==> config.mk <==
export PLATFORM = sky130hd
export DESIGN_NAME = rf_wb_arbiter
export DESIGN_NICKNAME = d
export VERILOG_FILES = /design/src/rtl/rf_arb_pkg.sv /design/src/rtl/rf_wb_slot.sv /design/src/rtl/rf_wb_arbiter.sv
export SDC_FILE = /design/constraint.sdc
export NUM_CORES = 1
export LEC_CHECK = 0
export CORE_MARGIN = 10
export CORE_UTILIZATION = 50
export CTS_BUF_LIST = sky130_fd_sc_hd__clkbuf_16
export DETAILED_ROUTE_END_ITERATION = 10
export GPL_TIMING_DRIVEN = 1
export PLACE_DENSITY = 0.83
export SLEW_MARGIN = 20
export SYNTH_ARGS = -nofsm -noshare
export SYNTH_HDL_FRONTEND = slang
export SYNTH_SLANG_ARGS = --single-unit
==> constraint.sdc <==
create_clock -name btn -period 5.7 [get_ports btn]
set_input_delay 0.57 -clock btn [delete_from_list [all_inputs] [get_ports btn]]
set_output_delay 0.57 -clock btn [all_outputs]
set_load 0.01 [all_outputs]
==> src/rtl/rf_arb_pkg.sv <==
// ============================================================================
//  Module   : rf_arb_pkg
//  Purpose  : Shared defaults, requester indices and counter helper for the
//             register-file writeback arbiter.
//  Revision : 1.0 - initial release
// ============================================================================
`default_nettype none

package rf_arb_pkg;

    localparam int DEF_DW = 32;
    localparam int DEF_AW = 5;
    localparam int DEF_CW = 2;

    // Requester indices; the grant flag stores the index of the last winner.
    localparam logic REQ_ALU = 1'b0;
    localparam logic REQ_MEM = 1'b1;

    // Largest value a cw-bit outstanding-write counter can hold.
    function automatic int cnt_max_of(input int cw);
        return (1 << cw) - 1;
    endfunction

    localparam int CNT_MAX = cnt_max_of(DEF_CW);

endpackage

`default_nettype wire

==> src/rtl/rf_wb_slot.sv <==
// ============================================================================
//  Module   : rf_wb_slot
//  Purpose  : One-entry valid/ready holding register for a writeback
//             requester. Loads on vld && rdy, empties on drain.
//  Revision : 1.0 - initial release
// ============================================================================
`default_nettype none

module rf_wb_slot #(
    parameter int DW = 32,
    parameter int AW = 5
) (
    input  logic          clk,
    input  logic          rst,
    input  logic          vld,
    input  logic [AW-1:0] in_idx,
    input  logic [DW-1:0] in_dat,
    input  logic          drain,
    output logic          rdy,
    output logic          full,
    output logic [AW-1:0] slot_idx,
    output logic [DW-1:0] slot_dat
);

    // A slot is ready exactly when it is empty, so it never loads and
    // drains in the same cycle.
    assign rdy = !full;

    // Capture on a handshake, release when the arbiter drains the entry.
    always_ff @(posedge clk or posedge rst) begin
        if (rst) begin
            full     <= 1'b0;
            slot_idx <= '0;
            slot_dat <= '0;
        end else if (vld && !full) begin
            full     <= 1'b1;
            slot_idx <= in_idx;
            slot_dat <= in_dat;
        end else if (drain) begin
            full     <= 1'b0;
        end
    end

endmodule

`default_nettype wire

==> src/rtl/rf_wb_arbiter.sv <==
// ============================================================================
//  Module   : rf_wb_arbiter
//  Purpose  : Shares the register file write port between the ALU and load
//             writeback paths (round-robin), and keeps a per-register count
//             of outstanding writes for RAW hazard detection on three read
//             ports.
//  Options  : RF_WB_FWD_EN - adds fwdA/fwdB/fwdC forwarding of the winning
//             slot data and suppresses the matching hazard for that cycle.
//  Revision : 1.0 - initial release
// ============================================================================
`default_nettype none

module rf_wb_arbiter
    import rf_arb_pkg::*;
#(
    parameter int DW = DEF_DW,
    parameter int AW = DEF_AW,
    parameter int CW = DEF_CW
) (
    input  logic          btn,
    input  logic          Rst,
    input  logic          alu_vld,
    output logic          alu_rdy,
    input  logic [AW-1:0] alu_reg,
    input  logic [DW-1:0] alu_dat,
    input  logic          mem_vld,
    output logic          mem_rdy,
    input  logic [AW-1:0] mem_reg,
    input  logic [DW-1:0] mem_dat,
    input  logic          iss_vld,
    output logic          iss_rdy,
    input  logic [AW-1:0] iss_reg,
    input  logic [AW-1:0] qA,
    input  logic [AW-1:0] qB,
    input  logic [AW-1:0] qC,
    output logic          hzA,
    output logic          hzB,
    output logic          hzC,
    output logic [AW-1:0] regW,
    output logic [DW-1:0] Wdat,
    output logic          RegWrite,
    output logic          gnt_mem
`ifdef RF_WB_FWD_EN
    ,
    output logic [DW-1:0] fwdA,
    output logic [DW-1:0] fwdB,
    output logic [DW-1:0] fwdC
`endif
);

    localparam int            NREG    = 1 << AW;
    localparam logic [CW-1:0] CNT_TOP = CW'(cnt_max_of(CW));

    logic          alu_full, mem_full;
    logic [AW-1:0] alu_sidx, mem_sidx;
    logic [DW-1:0] alu_sdat, mem_sdat;
    logic          alu_drain, mem_drain;

    logic          win_any;
    logic          win_sel;
    logic [AW-1:0] win_reg;
    logic [DW-1:0] win_dat;
    logic          commit;
    logic          iss_fire;

    // Per-register status flags; bit 0 (r0) is permanently clear.
    logic [NREG-1:0] cnt_nz;
    logic [NREG-1:0] cnt_full;

    rf_wb_slot #(.DW(DW), .AW(AW)) u_alu_slot (
        .clk      (btn),
        .rst      (Rst),
        .vld      (alu_vld),
        .in_idx   (alu_reg),
        .in_dat   (alu_dat),
        .drain    (alu_drain),
        .rdy      (alu_rdy),
        .full     (alu_full),
        .slot_idx (alu_sidx),
        .slot_dat (alu_sdat)
    );

    rf_wb_slot #(.DW(DW), .AW(AW)) u_mem_slot (
        .clk      (btn),
        .rst      (Rst),
        .vld      (mem_vld),
        .in_idx   (mem_reg),
        .in_dat   (mem_dat),
        .drain    (mem_drain),
        .rdy      (mem_rdy),
        .full     (mem_full),
        .slot_idx (mem_sidx),
        .slot_dat (mem_sdat)
    );

    // Round-robin pick over full slots: on a tie, whoever did not win last.
    always_comb begin
        win_any = alu_full || mem_full;
        if (alu_full && mem_full) begin
            win_sel = (gnt_mem == REQ_MEM) ? REQ_ALU : REQ_MEM;
        end else begin
            win_sel = mem_full ? REQ_MEM : REQ_ALU;
        end
        win_reg = (win_sel == REQ_MEM) ? mem_sidx : alu_sidx;
        win_dat = (win_sel == REQ_MEM) ? mem_sdat : alu_sdat;
    end

    assign alu_drain = win_any && (win_sel == REQ_ALU);
    assign mem_drain = win_any && (win_sel == REQ_MEM);

    // r0 drains empty the slot but never reach the register file.
    assign commit   = win_any && (win_reg != '0);
    assign iss_rdy  = !cnt_full[iss_reg];
    assign iss_fire = iss_vld && iss_rdy && (iss_reg != '0);

    assign cnt_nz[0]   = 1'b0;
    assign cnt_full[0] = 1'b0;

`ifdef RF_WB_FWD_EN
    logic [NREG-1:0] cnt_one;
    assign cnt_one[0] = 1'b0;
`endif

    for (genvar i = 1; i < NREG; i++) begin : g_cnt
        logic [CW-1:0] count;
        logic          inc;
        logic          dec;

        assign inc = iss_fire && (iss_reg == AW'(i));
        assign dec = commit && (win_reg == AW'(i));

        // Outstanding-write counter; simultaneous inc/dec cancel, and a
        // stray decrement at zero is absorbed.
        always_ff @(posedge btn or posedge Rst) begin
            if (Rst) begin
                count <= '0;
            end else if (inc && !dec) begin
                count <= count + CW'(1);
            end else if (dec && !inc && (count != '0)) begin
                count <= count - CW'(1);
            end
        end

        assign cnt_nz[i]   = (count != '0);
        assign cnt_full[i] = (count == CNT_TOP);
`ifdef RF_WB_FWD_EN
        assign cnt_one[i]  = (count == CW'(1));
`endif
    end

`ifdef RF_WB_FWD_EN
    logic hitA, hitB, hitC;

    // The last outstanding write to a queried register is on the write port
    // right now and nothing new is being issued to it: hand the data over.
    assign hitA = win_any && (qA != '0) && (win_reg == qA) && cnt_one[qA]
                  && !(iss_fire && (iss_reg == qA));
    assign hitB = win_any && (qB != '0) && (win_reg == qB) && cnt_one[qB]
                  && !(iss_fire && (iss_reg == qB));
    assign hitC = win_any && (qC != '0) && (win_reg == qC) && cnt_one[qC]
                  && !(iss_fire && (iss_reg == qC));

    assign hzA  = cnt_nz[qA] && !hitA;
    assign hzB  = cnt_nz[qB] && !hitB;
    assign hzC  = cnt_nz[qC] && !hitC;
    assign fwdA = hitA ? win_dat : '0;
    assign fwdB = hitB ? win_dat : '0;
    assign fwdC = hitC ? win_dat : '0;
`else
    assign hzA = cnt_nz[qA];
    assign hzB = cnt_nz[qB];
    assign hzC = cnt_nz[qC];
`endif

    // Registered write command and grant history.
    always_ff @(posedge btn or posedge Rst) begin
        if (Rst) begin
            RegWrite <= 1'b0;
            regW     <= '0;
            Wdat     <= '0;
            gnt_mem  <= REQ_MEM;
        end else begin
            RegWrite <= commit;
            if (commit) begin
                regW <= win_reg;
                Wdat <= win_dat;
            end
            if (win_any) begin
                gnt_mem <= win_sel;
            end
        end
    end

endmodule

`default_nettype wire

==> results.toml <==
[timing]
relSlewSlack = 0.317
finalCritPeriodShare = 0.682
grt_setup_unrepaired = "no"
period_needed_ns = 3.88
report.final.slew_viol_count = 0
finalSetupViolations = 0
holdWs_ns = 0.510
fin_tns_setup_ns = 0
tightestPinTransition_ns = 1.01
finalClockSkew_ns = 0.0150
fmax_mhz = 257
finalHoldViolations = 0

[setup_path]
timing.critical_path.mode_cell = "clkdlybuf4s50_1"
rrSetupSlack_ns = 2.42
cp-end-kind = "output pin"
regToRegEndpoint = "g_cnt[10].count[0]"
path_cells = "clkdlybuf4s50_1, or2b_2, nor2_2, a311oi_2, nand4_1, nand2_1, clkdlybuf4s50_1"
critPathKind = "primary input to output pin"
ff2ff_path_depth = 7
required_ns = 5.13
reg2reg_from = "u_alu_slot.full"
crit_fanout = 20
start_kind = "primary input"
cp.arrival_ns = 3.31
cpPeakStageDelay_ns = 1.02
slowest_stage = "clkdlybuf4s50_1"

[yosys]
synth.yosys.seq_area_share = 0.463
yosysWarnings = 0
synth.ff_latch_count = 177
synth_cells = 965
synth_top_area_frac = 0.461
async_flop_share = 1.00
synthFlopType = "dfrtp_1"
synth_area_leader_cell = "dfrtp_1"
synth_commonest_cells = "dfrtp_1 (176), nor2_1 (131), nand2_1 (125)"
synth_cell_type_count = 61
synth_nets = 1064
synth.avg_cell_area_um2 = 9.91
synthMostInstantiatedCell = "dfrtp_1"
netlist_top_cells_area = "dfrtp_1 (46%), mux2_2 (8.5%), mux4_2 (6.6%)"
synth_edf_count = 0
syn_area_um2 = 9560

[clock_tree]
cts_setup_buffers = 0
cts_buffer_depth = 2
numCtsBuffers = 17
clk_latency_ns = 0.43
htree_levels = 4
cts-root-buf = "clkbuf_16"
path_clk_slew_ns = 0.08
cts_hold_buf = 0
cts_tree = "yes"
clock-sinks = 177
ctsResizeCount = 0

[place]
io_buffers = 143
dp_hpwl_um = 19900
gp_congestion = 0.967

[global_routing]
grt.overflow.total = 0
grt_pass1_vias = 8255
antenna_found_initial = 0
grt_max_degree = 94
grt_pass1_wl_um = 43500
grt_usage = 0.221

[floorplan]
chipHeight_um = 158
die_area_um2 = 25100
io_pins = 144
coreArea_um2 = 18800
rows = 50
start_util = 0.509
die_w_um = 158

[routing]
wl_per_cell_um = 20.1
vias = 8019
drc = 0
drtAntennaViolNets = 0
vias_per_cell = 6.01
firstDrtPassIters = 6
totalWireLength_um = 26800
drt_iter0_drc = 594

[layout]
antenna_cells = 0
drive_gt1_frac = 0.144
area_growth_pct = 22.9
nNetsFinal = 1187
postLayoutCoreUtil = 0.626

[power]
pwr-share-comb = 0.410
power.clock.fraction = 0.195
p_int_mw = 3.55
pwr-share-seq = 0.395
power.density_nw_per_um2 = 504
power_switching_mw = 2.37
ir_drop_mv = 0.379
p_sw_frac = 0.400
total_power_mw = 5.92
leakage_nw = 4.86

[worst_hold_path]
hold-path-endpoint = "u_alu_slot.slot_dat[2]"
whs_path_depth = 1
hp-start = "u_alu_slot.slot_dat[2]"
hold_path.class = "register to register"

[run_status]
outcome = "finished clean"

[run]
max_cap_viol_count = 0
[worst max path at each step]
stage	slack (ns)	endpoint	start	cells after the start
detailed placement	1.82	iss_rdy	iss_reg[0]	7
floorplan	0.33	RegWrite	Rst	1
CTS	1.82	iss_rdy	iss_reg[0]	7
global route	1.61	iss_rdy	iss_reg[0]	7
finish	1.82	iss_rdy	iss_reg[0]	7
global placement	1.88	iss_rdy	iss_reg[0]	7
[power groups by stage]
| stage | Combinational, mW | Sequential, mW | Clock (mW) |
|---|---|---|---|
| after floorplan | 1.54 | 2.27 | 0 |
| after global placement | 2.34 | 2.30 | 0 |
| after detailed placement | 2.41 | 2.35 | 0 |
| after CTS | 2.44 | 2.33 | 1.17 |
| after global routing | 2.69 | 2.42 | 1.22 |
| final | 2.43 | 2.34 | 1.15 |
[logic make-up after synthesis]
family                    Yosys count  share of synthesized area
and+or+nand+nor                   360                      0.170
AOI/OAI and AO/OA                 245                      0.173
DFF                               177                      0.463
muxes                             103                      0.154
buffers and inverters              78                     0.0379
xor gates and xnor gates            2                    0.00183
[registers in the layout, indices dropped and copies added (netlist names)]
name / cells
RegWrite: 1
u_mem_slot.slot_idx: 5
gnt_mem: 1
u_alu_slot.slot_dat: 32
u_alu_slot.full: 1
u_mem_slot.slot_dat: 32
Wdat: 32
g_cnt.count: 62
u_mem_slot.full: 1
u_alu_slot.slot_idx: 5
regW: 5
[cell usage in the layout (no fill, tap or decap), types with 2 or more instances in the layout]
cell type	synthesis	layout
dfrtp_1	176	176
clkdlybuf4s50_1	0	143
nor2_1	131	131
nand2_1	125	125
mux2_2	72	72
o21ai_0	60	60
a211oi_1	43	43
a31oi_1	39	39
o21a_1	35	35
inv_1	33	32
mux4_2	28	28
nor3_1	20	20
o22ai_1	19	19
clkbuf_16	0	17
nand3_1	16	16
nand2b_1	12	12
a21oi_1	10	10
and2_1	10	10
nor2b_1	10	8
o211a_1	8	8
o21ai_1	8	8
nand4_1	7	7
and3_1	6	6
inv_6	0	6
clkinv_8	0	6
or2_2	4	4
o31a_1	4	4
nor4_1	4	4
buf_4	2	4
or3_1	3	3
mux2i_1	3	3
nor2b_4	0	2
o311a_1	2	2
a2111oi_2	2	2
o22a_1	2	2
xnor2_1	2	2
clkinv_4	0	2
buf_12	1	2
[final cells by class]
cell class / instances / area (um^2)
clock inverter: 15 / 170
fill: 1497 / 7020
tap: 234 / 293
inverter: 33 / 129
multi-input combinational: 710 / 4800
timing repair buffer: 149 / 1500
clock buffer: 17 / 425
sequential: 177 / 4430
[metrics by stage]
step	worst slack [ns]	instances	instance area [um^2]
floorplan	0.330	965	9560
CTS	1.82	1335	11700
finish	1.82	1335	11700
global route	1.61	1335	11700
detailed placement	1.82	1303	11200
global placement	1.88	1302	11100
[critical path, delay by kind of cell]
family	cells	cell delay, ns
and+or+nand+nor	4	0.75
buffers and inverters	2	1.57
AOI/OAI and AO/OA	1	0.41
[routing by layer]
metal | track usage | part of all wire | vias up
met5 | 0 | 0 | -
met4 | 0.0587 | 0.015 | 0
met3 | 0.0901 | 0.10 | 28
met2 | 0.357 | 0.47 | 288
met1 | 0.268 | 0.41 | 3962
li1 | - | - | 3741
(Power assumes the default switching activity.)
